[config.mk]
export PLATFORM = sky130hd
export DESIGN_NAME = gap_maneuver_ctrl
export DESIGN_NICKNAME = d
export VERILOG_FILES = /design/src/rtl/maze_pkg.sv /design/src/rtl/line_gap_filt.sv /design/src/rtl/gap_maneuver_ctrl.sv
export SDC_FILE = /design/constraint.sdc
export NUM_CORES = 1
export LEC_CHECK = 0
export CAP_MARGIN = 20
export CORE_MARGIN = 2
export CORE_UTILIZATION = 30
export DETAILED_ROUTE_END_ITERATION = 7
export GPL_TIMING_DRIVEN = 0
export SYNTH_ARGS = -nofsm -noshare
export SYNTH_HDL_FRONTEND = slang
export SYNTH_HIERARCHICAL = 1
export SYNTH_SLANG_ARGS = --single-unit
[constraint.sdc]
create_clock -name clk -period 3.2 [get_ports clk]
set_input_delay 0.32 -clock clk [delete_from_list [all_inputs] [get_ports clk]]
set_output_delay 0.32 -clock clk [all_outputs]
set_load 0.05 [all_outputs]
[src/rtl/maze_pkg.sv]
// Shared types and constants for the maze robot gap-maneuver controller.
package maze_pkg;

  localparam int unsigned CMD_W    = 16;
  localparam int unsigned HDG_W    = 12;
  localparam int unsigned TMR_W    = 23;
  localparam int unsigned GAP_QUAL = 16;

  localparam logic signed [HDG_W-1:0] VEER_ADJ = 12'sd250;

  typedef enum logic [2:0] {
    ST_IDLE,
    ST_FOLLOW,
    ST_VEER,
    ST_SETTLE,
    ST_TURN,
    ST_REACQ,
    ST_DONE,
    ST_BUMP
  } state_t;

  typedef enum logic [1:0] {
    CODE_STOP  = 2'b00,
    CODE_RIGHT = 2'b01,
    CODE_LEFT  = 2'b10,
    CODE_TURN  = 2'b11
  } code_t;

  // Heading offset applied while veering for a right or left code.
  function automatic logic signed [HDG_W-1:0] veer_adj(input code_t c);
    return (c == CODE_LEFT) ? -VEER_ADJ : VEER_ADJ;
  endfunction

endpackage

[src/rtl/line_gap_filt.sv]
// Qualifies a line gap: asserts o_gap once the line has been absent for
// GAP_QUAL consecutive samples; any line-present sample restarts the count.
module line_gap_filt
  import maze_pkg::*;
(
  input  logic clk,
  input  logic rst,
  input  logic i_line_present,
  output logic o_gap
);

  localparam int unsigned CNT_W = $clog2(GAP_QUAL + 1);

  logic [CNT_W-1:0] r_cnt;

  // Saturating count of consecutive line-absent samples.
  always_ff @(posedge clk) begin
    if (rst) begin
      r_cnt <= '0;
    end else if (i_line_present) begin
      r_cnt <= '0;
    end else if (r_cnt != CNT_W'(GAP_QUAL)) begin
      r_cnt <= r_cnt + CNT_W'(1);
    end
  end

  assign o_gap = (r_cnt == CNT_W'(GAP_QUAL));

endmodule

[src/rtl/gap_maneuver_ctrl.sv]
// Executes a two-bit-per-gap travel plan: veers, turns around or stops at
// each qualified line gap, with bumper override and one shared timer.
module gap_maneuver_ctrl
  import maze_pkg::*;
#(
  parameter int unsigned FAST_SIM = 1
) (
  input  logic                    clk,
  input  logic                    rst,
  input  logic [CMD_W-1:0]        cmd,
  input  logic                    cmd_rdy,
  input  logic                    line_present,
  input  logic                    BMPL_n,
  input  logic                    BMPR_n,
  output logic                    clr_cmd_rdy,
  output logic                    go,
  output logic signed [HDG_W-1:0] hdg_adj,
  output logic                    spin,
  output logic                    buzz_en,
  output logic                    plan_done
);

  localparam logic [TMR_W-1:0] SETTLE_LAST =
    (FAST_SIM != 0) ? TMR_W'((1 << 10) - 1) : TMR_W'((1 << 20) - 1);
  localparam logic [TMR_W-1:0] TURN_LAST =
    (FAST_SIM != 0) ? TMR_W'((1 << 12) - 1) : TMR_W'((1 << 22) - 1);

  state_t                    r_state;
  logic [CMD_W-1:0]          r_plan;
  logic [TMR_W-1:0]          r_tmr;
  logic                      r_clr;
  logic                      r_go;
  logic signed [HDG_W-1:0]   r_hdg;
  logic                      r_spin;
  logic                      r_buzz;
  logic                      r_done;
  logic                      w_gap;
  logic                      w_bump;
  code_t                     w_code;

  line_gap_filt u_gap_filt (
    .clk            (clk),
    .rst            (rst),
    .i_line_present (line_present),
    .o_gap          (w_gap)
  );

  assign w_bump = ~BMPL_n | ~BMPR_n;
  assign w_code = code_t'(r_plan[1:0]);

  // Maneuver sequencer; a bumper hit overrides every other event.
  always_ff @(posedge clk) begin
    if (rst) begin
      r_state <= ST_IDLE;
      r_plan  <= '0;
      r_tmr   <= '0;
      r_clr   <= 1'b0;
      r_go    <= 1'b0;
      r_hdg   <= '0;
      r_spin  <= 1'b0;
      r_buzz  <= 1'b0;
      r_done  <= 1'b0;
    end else begin
      r_clr <= 1'b0;
      if (w_bump) begin
        r_state <= ST_BUMP;
        r_go    <= 1'b0;
        r_spin  <= 1'b0;
        r_hdg   <= '0;
        r_buzz  <= 1'b1;
      end else begin
        case (r_state)
          ST_IDLE, ST_DONE, ST_BUMP: begin
            if (cmd_rdy) begin
              r_state <= ST_FOLLOW;
              r_plan  <= cmd;
              r_clr   <= 1'b1;
              r_go    <= 1'b1;
              r_spin  <= 1'b0;
              r_hdg   <= '0;
              r_buzz  <= 1'b0;
              r_done  <= 1'b0;
            end
          end
          ST_FOLLOW: begin
            if (w_gap) begin
              case (w_code)
                CODE_STOP: begin
                  r_state <= ST_DONE;
                  r_go    <= 1'b0;
                  r_done  <= 1'b1;
                  r_hdg   <= '0;
                end
                CODE_RIGHT, CODE_LEFT: begin
                  r_state <= ST_VEER;
                  r_hdg   <= veer_adj(w_code);
                end
                CODE_TURN: begin
                  r_state <= ST_TURN;
                  r_spin  <= 1'b1;
                  r_go    <= 1'b1;
                  r_hdg   <= '0;
                  r_tmr   <= '0;
                end
                default: r_state <= ST_FOLLOW;
              endcase
            end
          end
          ST_VEER: begin
            if (line_present) begin
              r_state <= ST_SETTLE;
              r_tmr   <= '0;
            end
          end
          ST_SETTLE: begin
            if (r_tmr == SETTLE_LAST) begin
              r_state <= ST_FOLLOW;
              r_hdg   <= '0;
              r_plan  <= r_plan >> 2;
            end else begin
              r_tmr <= r_tmr + TMR_W'(1);
            end
          end
          ST_TURN: begin
            if (r_tmr == TURN_LAST) begin
              r_state <= ST_REACQ;
            end else begin
              r_tmr <= r_tmr + TMR_W'(1);
            end
          end
          ST_REACQ: begin
            if (line_present) begin
              r_state <= ST_FOLLOW;
              r_spin  <= 1'b0;
              r_plan  <= r_plan >> 2;
            end
          end
          default: r_state <= ST_IDLE;
        endcase
      end
    end
  end

  assign clr_cmd_rdy = r_clr;
  assign go          = r_go;
  assign hdg_adj     = r_hdg;
  assign spin        = r_spin;
  assign buzz_en     = r_buzz;
  assign plan_done   = r_done;

endmodule
# [Word level (Yosys, flattened, before mapping)]
# Cells that the tools add are included.
[totals] word_cells=110 output_inout_bits=17 reg_bits=64 input_bits=22
[classes] n_reduce_logical=23 mux=40 n_bitwise=5 n_eq_ne=30 add_sub_neg=2
[op_table] operator="$mux 23" count=5
[op_table] operator="$pmux 23 s4" count=1
[op_table] operator="$mux 12" count=4
[op_table] operator="$mux 16" count=3
[op_table] operator="$pmux 16 s3" count=1
[op_table] operator="$pmux 12 s3" count=1
[op_table] operator="$pmux 12 s2" count=1
[op_table] operator="$add 23x1->23 const B" count=1
[op_table] operator="$eq 23x10->1 const B" count=1
[op_table] operator="$eq 23x12->1 const B" count=1
[op_table] operator="$mux 3" count=7
[op_table] operator="$ne 3x3->1 const B" count=6
[op_table] operator="$pmux 3 s6" count=1
[op_table] operator="$ne 2x2->1 const B" count=8
[op_table] operator="$reduce_and 5->1" count=3
[op_table] operator="$eq 3x3->1 const B" count=4
[op_table] operator="$mux 1" count=11
[op_table] operator="$pmux 3 s3" count=1
[op_table] operator="$reduce_bool 3->1" count=3
[op_table] operator="$reduce_and 4->1" count=2
[op_table] operator="$reduce_or 2->1" count=4
[op_table] operator="$reduce_and 7->1" count=1
[op_table] operator="$eq 3x2->1 const B" count=2
[op_table] operator="$pmux 1 s2" count=3
[op_table] operator="other kinds (18)" count=25

# [Logic depth before layout (Yosys ltp)]
# Gate-level depths: netlist (run 1).
[depth] word_depth=6 depth_mapped=9 ltp_nobuf=9

# [Hierarchy]
# Netlist (run 1), hierarchy kept.
[modules_own_cells] module="gap_maneuver_ctrl" seq_area_each_um2=1001.0 area_per_inst_um2=2939.1 instances=1 cells_each=335
[modules_own_cells] module="line_gap_filt" seq_area_each_um2=100.1 area_per_inst_um2=232.7 instances=1 cells_each=23

# [Least setup slack after synthesis (run 1)]
# No wires, ideal clock.
[synth_timing] path_type="reg-to-reg" start="reg u_gap_filt.r_cnt[0]" end="reg r_tmr[17]" period_less_slack_ns=2.247 stages_incl_launch_ff=10 slack_ns=0.953 t_required_ns=3.080 setup_time_ns=0.120 t_arrival_ns=2.127 cell_sequence="dfxtp_1 > inv_1 > ha_1 > and4bb_4 > o21bai_1 > a2111oi_0 > and2_1 > clkbuf_1 > nor2_1 > a211o_1"
[synth_via] elab_chain_len=3
[synth_lines] item="start: declaration" line_no="line_gap_filt.sv:14" source="logic [CNT_W-1:0] r_cnt;"
[synth_lines] item="start signal: assignment" line_no="line_gap_filt.sv:23" source="r_cnt <= r_cnt + CNT_W'(1);"
[synth_lines] item="$eq 5x5->1" line_no="line_gap_filt.sv:27" source="assign o_gap = (r_cnt == CNT_W'(GAP_QUAL));"
[synth_lines] item="named net w_gap" line_no="gap_maneuver_ctrl.sv:37" source="logic w_gap;"
[synth_lines] item="$ne 2x1->1 (no source line)"
[synth_lines] item="$reduce_and 7->1 (no source line)"
[synth_lines] item="end signal: assignment" line_no="gap_maneuver_ctrl.sv:121" source="r_tmr <= r_tmr + TMR_W'(1);"
[synth_lines] item="end signal: assignment" line_no="gap_maneuver_ctrl.sv:128" source="r_tmr <= r_tmr + TMR_W'(1);"
[synth_lines] item="end: declaration" line_no="gap_maneuver_ctrl.sv:30" source="logic [TMR_W-1:0] r_tmr;"
# The timed path passes the listed nets, and every way through them passes these cells.
# A chain may end at the register's enable or synchronous reset.

# [Final worst setup path (run 1)]
[layout_timing] start="reg u_gap_filt.r_cnt[0]" end="reg r_tmr[2]"
# Same word-level chain as after synthesis.

==> impl_metrics.json, run 1 <==
{
  "num_rows": 37,
  "die_w_microns": 107,
  "slew_headroom": 0.457,
  "multiInputGateArea_sq_um": 1850,
  "start_util": 0.309,
  "cap_violations": 0,
  "postCtsSetupRepairBufs": 0,
  "wl_microns": 7560,
  "grt-busiest-layer": "met2",
  "fp.coreArea_sq_um": 10300,
  "htreeDepth": 2,
  "worst_slew_pin_slew_ns": 0.815,
  "grt_pass1_wl_microns": 12700,
  "num-nets-final": 431,
  "grt_use_met2": 0.220,
  "routedWlPerCell_microns": 14.0,
  "criticalPathCategory": "flop to flop",
  "antenna_cells": 0,
  "whs_path_depth": 2,
  "finalMaxSlewViolations": 0,
  "ys_seq_elements": 55,
  "grt_overflow_total": 0,
  "final_antenna_net_count": 0,
  "power.density_nw_per_um2": 357,
  "cts_tree": "done",
  "stdcell_area_sq_um": 3810,
  "seqCellArea_sq_um": 1100,
  "post-route-period-util": 0.866,
  "drt_iter0_markers": 129,
  "synth_edf_count": 0,
  "r2r.worst_path.cells": 9,
  "grt_max_degree": 20,
  "synth_cell_types": 63,
  "hp-class": "flop to flop",
  "synth_area_sq_um": 3170,
  "setup_violations": 0,
  "ctsResizeCount": 0,
  "hold_viol": 0,
  "cts_buffer_depth": 2,
  "synth_seq_area_share": 0.347,
  "clock_skew_ns": 0.00581,
  "status": "finished clean",
  "die_area_sq_um": 11400,
  "track_usage": 0.135,
  "synthArstFlopShare": 0,
  "placed_area_sq_um": 3710,
  "final_common_cell": "dfxtp_1",
  "mostFrequentLayoutCells": "dfxtp_1 (55), clkdlybuf4s50_1 (37), nor2_1 (26)",
  "vdd_drop_max_v": 0.000179,
  "vias_per_cell": 5.29,
  "clock.fmax_mhz": 361,
  "yosys_warnings": 6,
  "cts_made_buffers": 5,
  "hold_path.startpoint": "r_plan[14]",
  "clock_latency_ns": 0.31,
  "end_kind": "flop",
  "syn_inst": 358,
  "syn_area_per_cell_sq_um": 8.86,
  "grt_pass1_vias": 2628,
  "fillers": 1073,
  "drc_errors": 0,
  "r2r-end": "r_tmr[2]",
  "cts-root-buf": "clkbuf_8",
  "gp_congestion": 0.811,
  "tns_ns": 0,
  "grt_util_met1": 0.187,
  "rsz0062_at_grt": "false",
  "leakagePower_nw": 1.36,
  "crit_arrival_ns": 2.99,
  "clk_pin_slew_ns": 0.11,
  "min_to": "r_plan[14]",
  "drive_gt1_frac": 0.161,
  "worst_setup_path_start_kind": "flop",
  "port_buffers": 37,
  "fin_util": 0.371,
  "die_h_microns": 107,
  "cp_data_required_time_ns": 3.41,
  "ios": 39,
  "hold_ws_ns": 0.478,
  "dpl.hpwl_microns": 5550,
  "syn_nets": 387,
  "met3_usage": 0.0231,
  "syn_to_final_growth_pct": 20.1,
  "r2r-start": "u_gap_filt/r_cnt[0]",
  "fin_cells": 539,
  "hold_buffers": 0,
  "dr.pass1.iters": 5,
  "cp_max_fo": 10,
  "via_count": 2851,
  "antenna_found_initial": 0,
  "cts.sinks": 55,
  "synthFlopType": "dfxtp_1",
  "dp_cells": 531,
  "post-route-min-period_ns": 2.77,
  "rrSetupSlack_ns": 0.43
}
==> area by class of cell <==
class	count	share of cell area
multi-input cells	265	0.486
inverters	9	0.00887
repair buffers	37	0.0972
well taps	136	0.0447
flip-flops and latches	55	0.289
clock buffers	5	0.0181
clock inverters	3	0.00723
plain buffers	29	0.0493
==> where the power goes <==
part           switching, mW  internal (mW)  leakage [nW]
sequential            0.0112          0.701         0.446
clock                  0.254          0.163        0.0467
combinational          0.133         0.0993         0.869
total                  0.398          0.963          1.36
==> worst max path at each step <==
| stage | endpoint | cells after the start | slack, ns | from |
|---|---|---|---|---|
| 6_report | r_tmr[2] | 9 | 0.43 | u_gap_filt/r_cnt[0] |
| 5_1_grt | r_tmr[17] | 9 | 0.19 | u_gap_filt/r_cnt[0] |
| 4_1_cts | r_tmr[2] | 9 | 0.36 | u_gap_filt/r_cnt[0] |
| 3_5_place_dp | r_tmr[17] | 7 | 0.24 | line_present |
| 3_3_place_gp | r_tmr[20] | 7 | 0.24 | line_present |
| 2_1_floorplan | r_tmr[17] | 9 | 0.95 | u_gap_filt/r_cnt[0] |
==> critical path: stages (launching register included) <==
cell and delay [ns]:
dfxtp_1 0.34, inv_1 0.09, ha_1 0.15, and4bb_4 0.29, o21bai_1 0.07, a2111oi_0 0.59, and2_1 0.21, clkbuf_1 0.40
nor2_1 0.20, a211o_1 0.32
==> synth_stat cells (2+ instances only) <==
cell type | number | share of area
o21ai_0 | 10 | 0.016
a31oi_1 | 5 | 0.0099
buf_8 | 2 | 0.0095
o22ai_1 | 2 | 0.0039
nor4b_1 | 2 | 0.0055
or3_1 | 3 | 0.0059
a311oi_1 | 9 | 0.025
nor4bb_1 | 4 | 0.013
a22oi_1 | 5 | 0.012
nand2b_1 | 6 | 0.012
and3_1 | 7 | 0.014
inv_1 | 9 | 0.011
nand3_1 | 13 | 0.021
o41ai_1 | 2 | 0.0055
clkbuf_1 | 8 | 0.0095
ha_1 | 7 | 0.028
and4b_1 | 2 | 0.0063
nor2_1 | 26 | 0.031
nand4_1 | 4 | 0.0079
xor2_1 | 4 | 0.011
a41oi_1 | 2 | 0.0055
nor3_1 | 15 | 0.024
or2_2 | 4 | 0.0079
a2111oi_0 | 2 | 0.0055
nor4_1 | 5 | 0.0099
a211oi_2 | 14 | 0.055
nand2_1 | 22 | 0.026
mux2i_1 | 17 | 0.054
dfxtp_1 | 55 | 0.35
a21o_1 | 2 | 0.0047
o21ai_1 | 2 | 0.0032
nand3b_1 | 2 | 0.0047
buf_2 | 6 | 0.0095
a21oi_1 | 24 | 0.038
and2_1 | 4 | 0.0079
a211o_1 | 5 | 0.014
buf_4 | 11 | 0.026
xnor2_1 | 2 | 0.0055
nor2_2 | 10 | 0.020
==> sequential cells by signal, summed over array words and instances (netlist names) <==
name,count
clr_cmd_rdy,1
u_gap_filt/r_cnt,5
hdg_adj,3
r_plan,16
r_state,3
r_tmr,23
plan_done,1
buzz_en,1
go,1
spin,1
==> metrics by stage <==
step,power [mW],setup slack [ns]
2_1_floorplan,0.886,0.953
3_3_place_gp,0.957,0.244
3_5_place_dp,0.960,0.243
4_1_cts,1.38,0.362
5_1_grt,1.43,0.194
6_report,1.36,0.428
==> kinds of logic after synthesis <==
kind of cell,Yosys count,synth area share
xor+xnor,6,0.0166
simple gates,141,0.256
flops,55,0.347
buf+inv,38,0.0698
compound gates,92,0.224
other cells,1,0.00118
mux,18,0.0572
fa+ha+maj,7,0.0276
==> routing by layer <==
metal | vias to the layer above | routed length (microns)
met4 | 0 | 44
li1 | 1416 | -
met1 | 1342 | 3580
met2 | 89 | 3470
met5 | - | 0
met3 | 4 | 468
No activity file was read; power rests on OpenSTA's default activity.
==> run 2, diff against run 1 <==
- clock period: 3.2 -> 3.19 ns (I/O delays scaled with it)
==> results of run 2 <==
The final DEF is identical to that of run 1. Status: finished clean.
Main changes from that run: setup slack after placement 0.243 ns -> 0.234 ns; setup slack after layout 0.428 ns -> 0.418 ns; register-to-register setup slack 0.43 ns -> 0.42 ns; total power 1.36 mW -> 1.37 mW
==> run 3, diff against run 2 <==
- DONT_BUFFER_PORTS: not set -> 1
==> impl_metrics.json, run 3 (synthesized netlist as in run 1, its figures left out) <==
{
  "reg.largest.list": "r_tmr: 23 flops, r_plan: 16 flops, u_gap_filt/r_cnt: 5 flops",
  "cp_data_required_time_ns": 3.41,
  "setup_ws_ns": 0.372,
  "cts-root-buf": "clkbuf_8",
  "rsz0062_at_grt": "false",
  "largest_reg_flops": 23,
  "crit_slowest_cell": "a2111oi_0",
  "end_kind": "flop",
  "gp_congestion": 0.840,
  "worstPathCellList": "inv_1, ha_1, and4bb_4, o21bai_1, a2111oi_0, and2_1, clkbuf_1, nor2_1, a211o_1",
  "die_h_microns": 107,
  "drive_gt1_frac": 0.178,
  "hp-class": "input pin to flop",
  "hold_buffers": 0,
  "grt_overflow_total": 0,
  "wl_met3_microns": 370,
  "tns_ns": 0,
  "start_util": 0.309,
  "htreeDepth": 2,
  "num-nets-final": 394,
  "dr.pass1.iters": 4,
  "finalPower_mw": 1.34,
  "drc_errors": 0,
  "track_usage": 0.136,
  "power.density_nw_per_um2": 391,
  "routedWlPerCell_microns": 15.3,
  "ios": 39,
  "top_layer_used": "met4",
  "status": "finished clean",
  "cts_tree": "done",
  "post-route-period-util": 0.883,
  "post-route-min-period_ns": 2.82,
  "setup_violations": 0,
  "clock.fmax_mhz": 355,
  "worst_slew_pin_slew_ns": 0.828,
  "cts_buffer_depth": 2,
  "stdcell_area_sq_um": 3440,
  "clk_pin_slew_ns": 0.11,
  "fin_util": 0.335,
  "final_antenna_net_count": 0,
  "ctsResizeCount": 0,
  "placed_area_sq_um": 3340,
  "final_common_cell": "dfxtp_1",
  "grt_max_degree": 20,
  "clock_skew_ns": 0.00994,
  "die_area_sq_um": 11400,
  "port_buffers": 0,
  "vdd_drop_max_v": 0.000172,
  "criticalPathCategory": "flop to flop",
  "drt_iter0_markers": 91,
  "finalMaxSlewViolations": 0,
  "postCtsSetupRepairBufs": 0,
  "dp_cells": 494,
  "slew_headroom": 0.448,
  "cp_max_fo": 10,
  "fin_cells": 502,
  "cts.sinks": 55,
  "via_count": 2750,
  "die_w_microns": 107,
  "max_stage_delay_ns": 0.62,
  "antenna_found_initial": 0,
  "crit_arrival_ns": 3.04,
  "cap_violations": 0,
  "cts_made_buffers": 5,
  "grt_pass1_vias": 2536,
  "hold_viol": 0,
  "antenna_cells": 0,
  "leakagePower_nw": 1.23,
  "wl_microns": 7690,
  "fillers": 1073,
  "num_rows": 37,
  "worst_setup_path_start_kind": "flop",
  "mostFrequentLayoutCells": "dfxtp_1 (55), nor2_1 (26), a21oi_1 (24)",
  "vias_per_cell": 5.48,
  "dpl.hpwl_microns": 5560,
  "wl_met1_microns": 3710,
  "hold_ws_ns": 0.0599,
  "pre_cts_ws_ns": 0.395,
  "routed-wl-met2_microns": 3510,
  "largest_register": "r_tmr",
  "clock_latency_ns": 0.32,
  "fp.coreArea_sq_um": 10300,
  "syn_to_final_growth_pct": 8.40,
  "grt_pass1_wl_microns": 12600
}
-- run 3: layout make-up --
type	count	area [sq um]	share of cell area
clock inverters	3	27.5	0.00801
clock buffers	5	68.8	0.0200
multi-input cells	265	1850	0.538
plain buffers	29	188	0.0546
well taps	136	170	0.0495
flip-flops and latches	55	1100	0.320
inverters	9	33.8	0.00983
-- run 3: worst paths after layout --
check                                           end                start  cells past startpoint  slack, ns
worst max register to register            r_tmr[17]  u_gap_filt/r_cnt[0]                      9       0.37
worst min register to register           r_plan[15]           r_plan[15]                      2       0.49
worst max-delay path                      r_tmr[17]  u_gap_filt/r_cnt[0]                      9       0.37
worst min-delay path            u_gap_filt/r_cnt[1]         line_present                      1       0.06
-- run 3: layer usage --
layer	up-vias	GRT usage
li1	1334	-
met3	7	0.0274
met5	-	0
met2	70	0.219
met1	1339	0.182
met4	0	0.0417
-- run 3: worst max-delay path: cells and delay by family (launching register included) --
family	cells	cell delay (ns)
AOI/OAI and AO/OA	3	1.02
and+or+nand+nor	3	0.70
buffers and inverters	2	0.48
DFF	1	0.34
adders and majority gates	1	0.16
-- run 3: power by group --
group | switching (mW) | leakage, nW | internal, mW | total, mW
clock network | 0.267 | 0.0467 | 0.164 | 0.431
registers | 0.0176 | 0.446 | 0.703 | 0.721
logic | 0.118 | 0.732 | 0.0752 | 0.194
total | 0.403 | 1.23 | 0.942 | 1.34
